[src/rtl/multiplicador_parametrizado_if.sv]
// Start/done handshake and operand/result bus of the shift-and-add multiplier.
// The master is the controller that issues operations; the slave is the multiplier.
interface multiplicador_parametrizado_if #(
    parameter int N = 4
);
    logic             st;
    logic             sinal;
    logic [N-1:0]     multiplicando;
    logic [N-1:0]     multiplicador;
    logic [2*N-1:0]   produto;
    logic             done;
    logic             idle;

    modport master (
        output st, sinal, multiplicando, multiplicador,
        input  produto, done, idle
    );

    modport slave (
        input  st, sinal, multiplicando, multiplicador,
        output produto, done, idle
    );
endinterface

[src/rtl/multiplicador_parametrizado.sv]
// Sequential N x N shift-and-add multiplier, signed or unsigned per operation,
// with sign correction after the magnitude product and back-to-back restart from DONE.
module multiplicador_parametrizado #(
    parameter int N = 4
) (
    input  logic                          clk,
    input  logic                          rst,
    multiplicador_parametrizado_if.slave  bus
);
    localparam int KW = $clog2(N + 1);

    typedef enum logic [1:0] {
        IDLE   = 2'd0,
        CALC   = 2'd1,
        AJUSTE = 2'd2,
        DONE   = 2'd3
    } state_t;

    state_t            state_reg;
    logic [KW-1:0]     k_reg;
    logic [2*N:0]      acc_reg;
    logic [N-1:0]      mcand_reg;
    logic              neg_reg;
    logic [2*N-1:0]    produto_reg;
    logic              done_reg;
    logic              idle_reg;

    logic [N-1:0]      mag_a;
    logic [N-1:0]      mag_b;
    logic              neg_next;
    logic [N:0]        sum;
    logic [2*N:0]      acc_next;
    logic [2*N-1:0]    result;

    // Magnitudes are N-bit unsigned; -2^(N-1) negates onto itself, which is exactly 2^(N-1).
    always_comb begin
        mag_a    = bus.multiplicando;
        mag_b    = bus.multiplicador;
        neg_next = 1'b0;
        if (bus.sinal) begin
            if (bus.multiplicando[N-1]) mag_a = -bus.multiplicando;
            if (bus.multiplicador[N-1]) mag_b = -bus.multiplicador;
            neg_next = bus.multiplicando[N-1] ^ bus.multiplicador[N-1];
        end
    end

    // The upper N+1 bits take the partial sum; the carry lands in bit 2N before the shift.
    always_comb begin
        sum      = acc_reg[2*N:N] + (acc_reg[0] ? {1'b0, mcand_reg} : {(N+1){1'b0}});
        acc_next = {sum, acc_reg[N-1:0]} >> 1;
        result   = neg_reg ? -acc_reg[2*N-1:0] : acc_reg[2*N-1:0];
    end

    always_ff @(posedge clk) begin
        if (rst) begin
            state_reg   <= IDLE;
            k_reg       <= '0;
            acc_reg     <= '0;
            mcand_reg   <= '0;
            neg_reg     <= 1'b0;
            produto_reg <= '0;
            done_reg    <= 1'b0;
            idle_reg    <= 1'b1;
        end else begin
            case (state_reg)
                IDLE, DONE: begin
                    done_reg <= 1'b0;
                    if (bus.st) begin
                        acc_reg   <= {{(N+1){1'b0}}, mag_b};
                        mcand_reg <= mag_a;
                        neg_reg   <= neg_next;
                        k_reg     <= '0;
                        idle_reg  <= 1'b0;
                        state_reg <= CALC;
                    end else begin
                        idle_reg  <= 1'b1;
                        state_reg <= IDLE;
                    end
                end
                CALC: begin
                    acc_reg <= acc_next;
                    if (k_reg == KW'(N - 1)) begin
                        k_reg     <= '0;
                        state_reg <= AJUSTE;
                    end else begin
                        k_reg <= k_reg + 1'b1;
                    end
                end
                AJUSTE: begin
                    produto_reg <= result;
                    done_reg    <= 1'b1;
                    state_reg   <= DONE;
                end
                default: state_reg <= IDLE;
            endcase
        end
    end

    assign bus.produto = produto_reg;
    assign bus.done    = done_reg;
    assign bus.idle    = idle_reg;
endmodule

[src/flat_wrapper.sv]
// flat-port wrapper written by rule: the top's interface ports become plain ports
module multiplicador_parametrizado_flat 
#(
    parameter int N = 4
)
  (clk, rst, bus_st, bus_sinal, bus_multiplicando, bus_multiplicador, bus_produto, bus_done, bus_idle);
  multiplicador_parametrizado_if #(.N(N)) bus_i ();
  input  logic clk;
  input  logic rst;
  input wire logic [$bits(bus_i.st)-1:0] bus_st;
  input wire logic [$bits(bus_i.sinal)-1:0] bus_sinal;
  input wire logic [$bits(bus_i.multiplicando)-1:0] bus_multiplicando;
  input wire logic [$bits(bus_i.multiplicador)-1:0] bus_multiplicador;
  output wire logic [$bits(bus_i.produto)-1:0] bus_produto;
  output wire logic [$bits(bus_i.done)-1:0] bus_done;
  output wire logic [$bits(bus_i.idle)-1:0] bus_idle;
  assign bus_i.st = bus_st;
  assign bus_i.sinal = bus_sinal;
  assign bus_i.multiplicando = bus_multiplicando;
  assign bus_i.multiplicador = bus_multiplicador;
  assign bus_produto = bus_i.produto;
  assign bus_done = bus_i.done;
  assign bus_idle = bus_i.idle;
  multiplicador_parametrizado #(.N(N)) u_core (.clk(clk), .rst(rst), .bus(bus_i));
endmodule
[config.mk]
export PLATFORM = sky130hd
export DESIGN_NAME = multiplicador_parametrizado_flat
export DESIGN_NICKNAME = d
export VERILOG_FILES = /design/src/rtl/multiplicador_parametrizado_if.sv /design/src/rtl/multiplicador_parametrizado.sv /design/src/flat_wrapper.sv
export SDC_FILE = /design/constraint.sdc
export NUM_CORES = 1
export LEC_CHECK = 0
export CAP_MARGIN = 20
export CELL_PAD_IN_SITES_DETAIL_PLACEMENT = 1
export CELL_PAD_IN_SITES_GLOBAL_PLACEMENT = 2
export CORE_UTILIZATION = 30
export CTS_CLUSTER_DIAMETER = 50
export DETAILED_ROUTE_END_ITERATION = 10
export PLACE_DENSITY_LB_ADDON = 0.1
export SETUP_SLACK_MARGIN = 0.2
export SYNTH_ARGS = -nofsm -noshare
export SYNTH_HDL_FRONTEND = slang
export SYNTH_SLANG_ARGS = --single-unit
[constraint.sdc]
create_clock -name clk -period 3.46 [get_ports clk]
set_clock_uncertainty 0.15 [all_clocks]
set_input_delay 0.346 -clock clk [delete_from_list [all_inputs] [get_ports clk]]
set_output_delay 0.346 -clock clk [all_outputs]
set_load 0.01 [all_outputs]
==> flow_metrics.env, run 1 <==
export IMPL_outcome="completed"
export IMPL_dr_first_iter_drc_count=25
export IMPL_end_kind="flip-flop"
export IMPL_maxCapViolations=0
export IMPL_antenna_left=0
export IMPL_yosysTopAreaCellShare=0.350
export IMPL_yosysTopAreaCell="dfxtp_1"
export IMPL_cts_num_sinks=28
export IMPL_vias_per_cell=4.95
export IMPL_cts_root_buf="clkbuf_8"
export IMPL_place_congestion=0.817
export IMPL_core_area_um2=5110
export IMPL_synthArstFlopShare=0
export IMPL_synth_nets=213
export IMPL_final_area_um2=1910
export IMPL_die_h_um=75.0
export IMPL_clock_path_buffers=2
export IMPL_holdCritPathClass="flip-flop to flip-flop"
export IMPL_synth_seq_cells=28
export IMPL_p_per_area_nw_per_um2=699
export IMPL_relSlewSlack=0.585
export IMPL_design_power_total_mw=1.33
export IMPL_cts_tree="built"
export IMPL_grt_max_degree=18
export IMPL_io_pins=22
export IMPL_io_buffer_count=21
export IMPL_slowest_delay_ns=0.54
export IMPL_vdd_ir_drop_max_v=0.000219
export IMPL_multi_input_area_um2=921
export IMPL_ctsHoldBuffers=0
export IMPL_cpMaxStageDelayCell="ha_1"
export IMPL_first_global_vias=1356
export IMPL_cp_cell_sequence="inv_1 -> ha_1 -> inv_2 -> o21a_1 -> or3b_1 -> a21oi_1"
export IMPL_cp_top_family="adder cells"
export IMPL_startpoint_type="flip-flop"
export IMPL_pwr_share_clk=0.195
export IMPL_rows=26
export IMPL_grt_ovfl_total=0
export IMPL_switchingPower_uw=512
export IMPL_synth_yosys_warnings=0
export IMPL_cp_buffers_inverters=2
export IMPL_yosysMostFrequentCell="dfxtp_1"
export IMPL_worst_pin_slew_ns=0.621
export IMPL_fillCellCount=637
export IMPL_rsz0062_at_grt="false"
export IMPL_clock_fmax_ghz=0.459
export IMPL_clk_latency_ns=0.28
export IMPL_fin_nets=227
export IMPL_syn_area_um2=1600
export IMPL_period_minus_slack_ns=2.18
export IMPL_drc=0
export IMPL_grtUsageTotal=0.156
export IMPL_p_seq_frac=0.372
export IMPL_syn_to_final_growth_pct=19.2
export IMPL_worstPathMaxFanout=15
export IMPL_regArea_um2=561
export IMPL_synth_edf_count=0
export IMPL_finalSetupTns_ns=0
export IMPL_initial_core_util=0.313
export IMPL_yosys_top_cells_count="dfxtp_1, nor2_1, nand2_1, a21oi_1, inv_1"
export IMPL_cts_resized=0
export IMPL_die_w_um=75.0
export IMPL_yosysUniqueCellTypes=41
export IMPL_switching_share=0.384
export IMPL_grt_antenna_before_repair=0
export IMPL_ys_flop_type="dfxtp_1"
export IMPL_ys_seq_area_frac=0.350
export IMPL_drive_gt1_frac=0.0446
export IMPL_syn_inst=189
export IMPL_power_internal_uw=821
export IMPL_synth_area_leaders="dfxtp_1, ha_1, a21oi_1"
export IMPL_wl_per_cell_um=14.3
export IMPL_diodes=0
export IMPL_fin_crit_sh=0.629
export IMPL_setup_viol=0
export IMPL_clkTransAtPathRegs_ns=0.10
export IMPL_cts_max_level=1
export IMPL_p_leak_nw=0.685
export IMPL_grt_pass1_wl_mm=6.53
export IMPL_dpl_cell_area_um2=1840
export IMPL_critPathKind="flip-flop to flip-flop"
export IMPL_dp_hpwl_mm=3.08
export IMPL_wirelength_mm=3.90
export IMPL_dr_pass1_iters=4
export IMPL_vias=1347
export IMPL_syn_area_per_cell_um2=8.47
export IMPL_hold_violations=0
export IMPL_slew_viol_final=0
export IMPL_cp_arrival_ns=2.24
export IMPL_crit_required_ns=3.52
export IMPL_die_area_um2=5630
export IMPL_post_cts_buffers=0
export IMPL_pwr_share_comb=0.433
export IMPL_numCtsBuffers=3
==> final timing paths <==
path / start / to / slack (ns) / depth (start not counted)
hold reg to reg: u_core.mcand_reg[0] / u_core.mcand_reg[0] / 0.32 / 2
setup reg to reg: u_core.state_reg[1] / u_core.k_reg[1] / 1.28 / 6
setup / recovery: u_core.state_reg[1] / u_core.k_reg[1] / 1.28 / 6
hold / removal: u_core.mcand_reg[0] / u_core.mcand_reg[0] / 0.32 / 2
==> metrics by stage <==
step,std cells,util,setup slack [ns],hold slack (ns)
final,272,0.373,1.28,0.316
after global routing,272,0.373,1.10,0.336
after CTS,272,0.373,1.27,0.321
after detailed placement,268,0.359,1.30,0.307
after global placement,268,0.359,1.38,0.295
after floorplan,189,-,1.59,0.282
==> layout make-up <==
class | instances | area share
Clock buffer | 3 | 0.0217
Tap cell | 70 | 0.0459
Timing Repair Buffer | 22 | 0.114
Inverter | 13 | 0.0256
Sequential cell | 28 | 0.294
Clock inverter | 1 | 0.0157
Multi-Input combinational cell | 135 | 0.483
==> logic make-up after synthesis <==
logic type	synth area share
flops	0.350
compound gates	0.212
buf+inv	0.0743
xor+xnor	0.0493
simple gates	0.185
mux	0.0313
fa+ha+maj	0.0985
==> power by group through the flow <==
| stage | sequential (mW) | combinational (mW) | clock, mW |
|---|---|---|---|
| after global routing | 0.512 | 0.659 | 0.286 |
| after CTS | 0.502 | 0.586 | 0.269 |
| final | 0.496 | 0.577 | 0.260 |
| after global placement | 0.502 | 0.570 | 0 |
| after floorplan | 0.483 | 0.430 | 0 |
| after detailed placement | 0.509 | 0.583 | 0 |
==> layout by cell type, fill, tap and decap left out, drive strengths merged, types with 4 or more instances in the layout <==
| master | netlist | layout |
|---|---|---|
| a21boi | 4 | 4 |
| a21oi | 14 | 14 |
| xnor2 | 7 | 7 |
| and2 | 4 | 4 |
| clkdlybuf4s50 | 0 | 21 |
| dfxtp | 28 | 28 |
| inv | 13 | 13 |
| o21ai | 4 | 4 |
| mux2i | 5 | 5 |
| nor2 | 18 | 18 |
| nand3 | 5 | 5 |
| ha | 11 | 11 |
| a211oi | 9 | 9 |
| nand2 | 17 | 17 |
==> layer usage <==
layer,global-route usage,share of wire,vias up
met3,0.0161,0.020,2
met1,0.202,0.47,647
li1,-,-,683
met5,0,0,-
met4,0.0377,0.0044,0
met2,0.276,0.50,15
==> tightest hold or removal path, delay by kind of cell, from the launching register on <==
family / cells / cell delay [ns]
AO/OA/AOI/OAI: 1 / 0.05
flip-flops: 1 / 0.32
AND/OR/NAND/NOR: 1 / 0.05
No activity file was read; power rests on OpenSTA's default activity.
==> run 2, diff against run 1 <==
Clock period 3.46 ns to 2.12 ns, I/O delays scaled along.
==> run 2 against run 1 <==
Effect of this change:
- global-route usage increased by 0.10 points
- utilization is 1.5 points higher
- highest routed layer unchanged
- critical path type unchanged
- largest power group unchanged
- total power rose by 74%
- sequential cell count unchanged
- clock power rose by 62%
- die area unchanged
==> flow_metrics.env, run 2 (synthesis gave the netlist of run 1 again) <==
export IMPL_instances_no_fill=279
export IMPL_dp_cells=275
export IMPL_core_area_um2=5110
export IMPL_clock_path_buffers=2
export IMPL_syn_to_final_growth_pct=24.0
export IMPL_die_w_um=75.0
export IMPL_dr_first_iter_drc_count=37
export IMPL_crit_required_ns=2.19
export IMPL_mostFrequentLayoutCells="dfxtp_1, clkdlybuf4s50_1, nor2_1"
export IMPL_grtUsageTotal=0.157
export IMPL_dr_pass1_iters=4
export IMPL_clk_latency_ns=0.28
export IMPL_io_pins=22
export IMPL_rows=26
export IMPL_die_area_um2=5630
export IMPL_ctsHoldBuffers=0
export IMPL_critPathKind="flip-flop to flip-flop"
export IMPL_fillCellCount=614
export IMPL_fin_crit_sh=0.893
export IMPL_p_per_area_nw_per_um2=1170
export IMPL_end_kind="flip-flop"
export IMPL_clkTransAtPathRegs_ns=0.10
export IMPL_switching_share=0.382
export IMPL_wl_per_cell_um=14.5
export IMPL_dp_hpwl_mm=3.21
export IMPL_drc=0
export IMPL_p_leak_nw=0.728
export IMPL_setup_viol=0
export IMPL_grt_pass1_wl_mm=6.64
export IMPL_cts_max_level=1
export IMPL_initial_core_util=0.313
export IMPL_p_seq_frac=0.341
export IMPL_finalSetupTns_ns=0
export IMPL_holdCritPathClass="flip-flop to flip-flop"
export IMPL_pwr_share_comb=0.476
export IMPL_vias=1380
export IMPL_grt_max_degree=17
export IMPL_rsz0062_at_grt="true"
export IMPL_hold_violations=0
export IMPL_wirelength_mm=4.06
export IMPL_die_h_um=75.0
export IMPL_place_congestion=0.717
export IMPL_pwr_share_clk=0.182
export IMPL_vias_per_cell=4.95
export IMPL_io_buffer_count=21
export IMPL_numCtsBuffers=3
export IMPL_grt_antenna_before_repair=0
export IMPL_slowest_delay_ns=0.34
export IMPL_outcome="completed"
export IMPL_cp_cell_sequence="buf_4 -> and2_1 -> ha_1 -> a21oi_1 -> nand2_1 -> nor4_1 -> a211o_1"
export IMPL_switchingPower_uw=885
export IMPL_startpoint_type="flip-flop"
export IMPL_worst_pin_slew_ns=0.334
export IMPL_period_minus_slack_ns=1.89
export IMPL_slew_viol_final=0
export IMPL_relSlewSlack=0.775
export IMPL_power_internal_mw=1.43
export IMPL_maxCapViolations=0
export IMPL_worstPathMaxFanout=8
export IMPL_clock_fmax_ghz=0.528
export IMPL_drive_gt1_frac=0.115
export IMPL_cts_num_sinks=28
export IMPL_grt_ovfl_total=0
export IMPL_antenna_left=0
export IMPL_cts_root_buf="clkbuf_8"
export IMPL_diodes=0
export IMPL_vdd_ir_drop_max_v=0.000343
export IMPL_fin_nets=234
export IMPL_cts_tree="built"
export IMPL_cp_arrival_ns=1.96
export IMPL_cpMaxStageDelayCell="ha_1"
export IMPL_mostFrequentLayoutCell="dfxtp_1"
export IMPL_first_global_vias=1397
## run 2: final timing paths
check | to | from | depth (start not counted) | slack, ns
min reg2reg | u_core.mcand_reg[3] | u_core.mcand_reg[3] | 2 | 0.32
max reg2reg | u_core.acc_reg[6] | u_core.acc_reg[0] | 7 | 0.23
min | u_core.mcand_reg[3] | u_core.mcand_reg[3] | 2 | 0.32
max | u_core.acc_reg[6] | u_core.acc_reg[0] | 7 | 0.23
## run 2: power groups by stage
stage | sequential (mW) | clock (mW) | combinational (mW)
after CTS | 0.791 | 0.445 | 1.07
after global placement | 0.798 | 0 | 1.03
final | 0.790 | 0.422 | 1.10
after detailed placement | 0.802 | 0 | 1.07
after global routing | 0.810 | 0.460 | 1.24
after floorplan | 0.788 | 0 | 0.701
## run 2: worst max-delay path: cells and delay by family, from the launching register on
kind            cells  cell delay (ns)
fa+ha+maj           1             0.34
simple gates        3             0.57
compound gates      2             0.29
buf+inv             1             0.15
flops               1             0.32
## run 2: final cells by class
class,instances,area (um^2),area share
multi-input cells,135,943,0.475
flip-flops and latches,28,563,0.284
repair buffers,29,270,0.136
well taps,70,87.6,0.0441
inverters,13,48.8,0.0246
clock buffers,3,41.3,0.0208
clock inverters,1,30.0,0.0151
## run 2: repair_timing
item / in CTS / in global routing
setup buffers: 0 / 0
endpoints found under the setup margin: 3 / 14
pin swaps: 0 / 0
gates resized for setup: 2 / 8
## run 2: per-layer routing
layer | wire [um] | vias up | GRT usage
met5 | 0 | - | 0
met4 | 17 | 0 | 0.0252
met3 | 88 | 2 | 0.0281
met2 | 2040 | 17 | 0.280
met1 | 1910 | 661 | 0.200
li1 | - | 700 | -
## run 2: per-stage QoR
step                      instance area (um^2)  setup WS [ns]  power, mW  hold WS [ns]  utilization
after global placement                    1890          0.242       1.83         0.295        0.370
after global routing                      1980          0.139       2.51         0.350        0.389
after floorplan                           1600          0.254       1.49         0.198            -
final                                     1980          0.226       2.31         0.320        0.389
after CTS                                 1960          0.204       2.31         0.324        0.384
after detailed placement                  1890          0.138       1.87         0.309        0.370
